**src/rtl/data_mem_mmio.sv**
```systemverilog
// data_mem_mmio: data-side word RAM plus LED, timer and TX FIFO registers behind addr[31]
// Ports:
//   clk, reset (async, active-low)
//   mem_write, addr, wr_data : store strobe, byte address, store data from the core
//   rd_data                  : combinational load data for addr
//   led                      : LED register
//   timer_irq                : timer match flag (level)
//   tx_valid, tx_data        : FIFO head, drained when tx_ready is high
module data_mem_mmio #(
  parameter int MEM_WORDS = 64,
  parameter int TX_DEPTH = 4
) (
  input  logic        clk,
  input  logic        reset,
  input  logic        mem_write,
  input  logic [31:0] addr,
  input  logic [31:0] wr_data,
  output logic [31:0] rd_data,
  output logic [31:0] led,
  output logic        timer_irq,
  output logic        tx_valid,
  output logic [7:0]  tx_data,
  input  logic        tx_ready
);
  localparam int AW = $clog2(MEM_WORDS);
  localparam int PW = $clog2(TX_DEPTH);
  localparam int CW = PW + 1;
  logic [31:0] ram [MEM_WORDS];
  logic [7:0] fifo [TX_DEPTH];
  logic [31:0] count, compare, mmio_rd, txstat;
  logic flag, ovf, mmio, full, empty, pop, push, accept, unused;
  logic [2:0] sel;
  logic [7:0] wr_reg;
  logic [PW-1:0] rd_ptr, wr_ptr;
  logic [CW-1:0] cnt;
  assign mmio = addr[31];
  assign sel = addr[4:2];
  // one write strobe per MMIO register slot
  assign wr_reg = (mem_write && mmio) ? 8'b1 << sel : 8'b0;
  assign full = cnt == CW'(TX_DEPTH);
  assign empty = cnt == '0;
  assign pop = tx_valid & tx_ready;
  assign push = wr_reg[4];
  // a full FIFO still takes a push when the head leaves in the same cycle
  assign accept = push & (~full | pop);
  assign tx_valid = ~empty;
  assign tx_data = empty ? 8'h00 : fifo[rd_ptr];
  assign timer_irq = flag;
  assign txstat = {24'b0, 4'(cnt), 1'b0, ovf, empty, full};
  assign unused = ^{addr[30:AW+2], addr[1:0]};
  always_comb begin
    mmio_rd = sel == 3'd0 ? led :
              sel == 3'd1 ? count :
              sel == 3'd2 ? compare :
              sel == 3'd3 ? {31'b0, flag} :
              sel == 3'd5 ? txstat : 32'b0;
    rd_data = mmio ? mmio_rd : ram[addr[AW+1:2]];
  end
  always_ff @(posedge clk) begin
    if (mem_write && !mmio) ram[addr[AW+1:2]] <= wr_data;
  end
  always_ff @(posedge clk) begin
    if (accept) fifo[wr_ptr] <= wr_data[7:0];
  end
  always_ff @(posedge clk or negedge reset) begin
    if (!reset) begin
      led <= '0;
      count <= '0;
      compare <= '0;
      flag <= 1'b0;
      ovf <= 1'b0;
      rd_ptr <= '0;
      wr_ptr <= '0;
      cnt <= '0;
    end else begin
      if (wr_reg[0]) led <= wr_data;
      count <= wr_reg[1] ? wr_data : count + 32'd1;
      if (wr_reg[2]) compare <= wr_data;
      // a match in the same cycle as a clear wins
      flag <= (count == compare) | (flag & ~(wr_reg[3] & wr_data[0]));
      ovf <= (push & ~accept) | (ovf & ~(wr_reg[5] & wr_data[2]));
      if (accept) wr_ptr <= wr_ptr + PW'(1);
      if (pop) rd_ptr <= rd_ptr + PW'(1);
      cnt <= cnt + CW'(accept) - CW'(pop);
    end
  end
endmodule

```
**config.mk**
```make
export PLATFORM = sky130hd
export DESIGN_NAME = data_mem_mmio
export DESIGN_NICKNAME = d
export VERILOG_FILES = /design/src/rtl/data_mem_mmio.sv
export SDC_FILE = /design/constraint.sdc
export NUM_CORES = 2
export LEC_CHECK = 0
export CAP_MARGIN = 30
export CORE_MARGIN = 1
export CORE_UTILIZATION = 65
export DETAILED_ROUTE_END_ITERATION = 8
export HOLD_SLACK_MARGIN = 0.03
export PLACE_DENSITY_LB_ADDON = 0.2
export SETUP_SLACK_MARGIN = 0.2
export SYNTH_ARGS = -nofsm -noshare
export SYNTH_HDL_FRONTEND = slang
export SYNTH_SLANG_ARGS = --single-unit
```
**constraint.sdc**
```tcl
create_clock -name clk -period 8.6 [get_ports clk]
set_clock_uncertainty 0.15 [all_clocks]
set_input_delay 1.29 -clock clk [delete_from_list [all_inputs] [get_ports clk]]
set_output_delay 1.29 -clock clk [all_outputs]
set_load 0.005 [all_outputs]
```
==> results.md <==
* Fin crit share at 0.807
* R2r endpoint: count[28]
* CTS tree: yes
* Slowest CP cell: nor4_1
* Maxcap violations at 0
* Cells after synthesis at just over 4000
* RSZ-0062 raised after global routing: false
* First-pass GRT wire length at around 340000 um
* Final setup violation count at 0
* Number of synthesized flops with an enable pin at 2080
* Gr usage total at 0.376
* H-Tree Depth at 4
* Sink Count at between 2000 and 2500
* Final wirelength at between 200000 and 250000 um
* Die height at around 370 um
* CTS buffer count at 207
* Vias at about 47000
* CTS Buffer Depth at 3
* Core area at ~130000 sq um
* Pwr Density at around 240 nW/um^2
* Maximum vdd drop at approximately 0.18 mV
* Vias per cell at roughly 7.4
* DR pass1 iterations at 6
* Critical path cell sequence: buf_8 > buf_4 > mux4_2 > a22oi_1 > o22ai_1 > nor4_1 > o21ai_0 > clkdlybuf4s50_1
* Least-Margin Pin Slew at between 1000 and 1500 ps
* Clock slew at reported path FFs at around 60 ps
* Fmax at 144 MHz
* CTS Hold Buffers Added at 0
* Root buffer cell: clkbuf_16
* Leak at about 31 nW
* Post-synthesis cell type count at between 70 and 80
* Placed Area at roughly 90000 sq um
* Final min period at between 6000 and 7000 ps
* Placed cells at between 5000 and 6000
* Slew HR at 0.150
* Worst EP arrival at about 5500 ps
* IO Count at ~140
* Top Family by Delay on Critical Path: buffers and inverters
* Final Max Tran Viols at 0
* Main synth FF type: edfxtp_1
* WS Path Type: input port to primary output
* Post-DRT Antenna Nets at 0
* CP endpoint kind: primary output
* HP Class: input port to asynchronous set/reset pin
* Worst setup SP type: input port
* WP buf/inv at 3
* Design area at 96700 sq um
* Register area share after synthesis at 0.759
* Count of state elements after synthesis at 2185
* Post-synth net total at 4176
* Final net count at around 4500
* Die Wd at 365 um
* I/O Buffers at between 100 and 150
* Total grt overflow at 0
* Initial Utilization at 0.659
* DR DRC count at 0
* Dpl hpwl at around 140000 um
* Final hold vios at 0
* Post_cts resized at 0
* Status: finished clean
* Reg2Reg Depth at 7
* FF-to-FF Start: count[0]
* Delay of the slowest cell on the worst path at approximately 1100 ps
* Asr flop ratio synth at 0.0481
* Req. time, crit path at just over 7000 ps
* Total Power at approximately 0.023 W
* DRT iter0 DRCs at between 8000 and 9000
* Critical path fanouts, max at between 50 and 60
* Mean Syn Cell Area at around 21 sq um
* Num rows at 132
* Vias in the first global route at roughly 46000
* CP Depth at 8
* Clock latency at the later pin of the worst-skew pair at between 800 and 900 ps
* Largest net degree at the start of global routing at 73
* FF-to-FF setup slack at 5960 ps
* Initial antenna violation count at 16
* Area growth syn-to-layout at 12.8%
* GPL Wtd Cong at approximately 0.9
* DR WL/cell at ~40 um
* Total negative slack at 0 ps
* Fin cells at approximately 6300
* Yosys warns at 0
* Die area at about 130000 sq um
* Layout cells sized above 1 at 0.258
* Mapped cell area at approximately 86000 sq um
* Setup Buffers After CTS at 0
[how the worst max path moves through the flow]
stage,to,startpoint
after floorplan,ram[11][0],addr[3]
after global placement,rd_data[4],addr[2]
after detailed placement,rd_data[18],addr[2]
after CTS,rd_data[18],addr[2]
after global routing,rd_data[18],addr[2]
final,rd_data[31],addr[2]
[layer usage]
metal	share of wire	vias up	wire length, um	global-route usage
li1	-	17700	-	-
met1	0.34	23900	82900	0.509
met2	0.46	4306	113000	0.568
met3	0.15	755	37300	0.118
met4	0.053	14	13100	0.173
met5	0.00034	-	84	0
[registers in the layout (all words and copies together) (netlist names), 2 cells and up]
name and cells:
ram 2048, compare 32, count 32, fifo 32, led 32, cnt 3, rd_ptr 2, wr_ptr 2
[power by group]
| group | internal, W | switching, W | total [W] |
|---|---|---|---|
| logic | 0.000756 | 0.00101 | 0.00176 |
| registers | 0.0118 | 0.000227 | 0.0121 |
| clock network | 0.00510 | 0.00394 | 0.00905 |
[layout by cell type, fill, tap and decap left out, types with 37 or more instances in the layout]
cell	netlist	layout
edfxtp_1	2080	2080
mux4_2	485	485
clkbuf_16	0	208
buf_4	44	164
mux2i_1	151	151
nand2_1	121	121
a21oi_1	109	109
dfrtp_1	105	105
nor2_1	169	97
mux2_2	76	76
clkdlybuf4s50_1	0	76
a22oi_1	72	72
nor2_4	0	64
clkbuf_1	67	57
o21ai_0	55	55
nand3_1	53	52
xor2_1	49	49
clkinv_1	2	45
buf_2	73	37
[cell families (layout without fill, tap and decap cells)]
kind of cell / count (synthesis) / after routing / synth area share
AND/OR/NAND/NOR: 462 / 462 / 0.0247
multiplexers: 726 / 726 / 0.159
AO/OA/AOI/OAI: 405 / 405 / 0.0315
buffers and inverters: 247 / 724 / 0.0176
adder cells (fa/ha/maj): 8 / 8 / 0.00125
flip-flops: 2185 / 2185 / 0.759
XOR/XNOR: 67 / 67 / 0.00684
other: 0 / 9 / 0
[worst reg2reg max path, cell delays in order (launching register included)]
cell and delay, ps:
dfrtp_1 470, ha_1 260, inv_1 80, or3_1 550, nor4b_2 480, nand3_1 250
xor2_1 200, a21oi_1 150
[final cells by class]
cell class                      count  area [sq um]
Tap cell                         1742          2180
Timing Repair Buffer              319          3000
Multi-Input combinational cell   1668         19700
Sequential cell                  2185         65100
Clock inverter                    124          1230
Antenna cell                        9          22.5
Clock buffer                      266          5430
Fill cell                        7079         33400
Inverter                           15          60.1
[per-stage QoR]
step	worst slack, ps	util	hold slack (ps)
floorplan	3880	-	319
global placement	1830	0.687	349
detailed placement	1860	0.691	363
CTS	1830	0.742	222
global route	1540	0.743	271
finish	1660	0.743	242
[synth_stat cells, types with 15 or more instances]
| cell type | count | share of area |
|---|---|---|
| a21oi_1 | 109 | 0.0064 |
| a221oi_1 | 27 | 0.0028 |
| a22oi_1 | 72 | 0.0063 |
| a31oi_1 | 28 | 0.0020 |
| and2_1 | 16 | 0.0012 |
| buf_2 | 73 | 0.0043 |
| buf_4 | 44 | 0.0039 |
| buf_6 | 19 | 0.0025 |
| clkbuf_1 | 67 | 0.0029 |
| dfrtp_1 | 105 | 0.031 |
| edfxtp_1 | 2080 | 0.73 |
| mux2_2 | 76 | 0.010 |
| mux2i_1 | 151 | 0.018 |
| mux4_2 | 485 | 0.13 |
| nand2_1 | 121 | 0.0053 |
| nand3_1 | 53 | 0.0031 |
| nor2_1 | 169 | 0.0074 |
| nor3_1 | 24 | 0.0014 |
| nor4_1 | 15 | 0.0011 |
| o21ai_0 | 55 | 0.0032 |
| o22ai_1 | 18 | 0.0013 |
| xnor2_1 | 18 | 0.0018 |
| xor2_1 | 49 | 0.0050 |
Power figures use the tool's default switching activity.
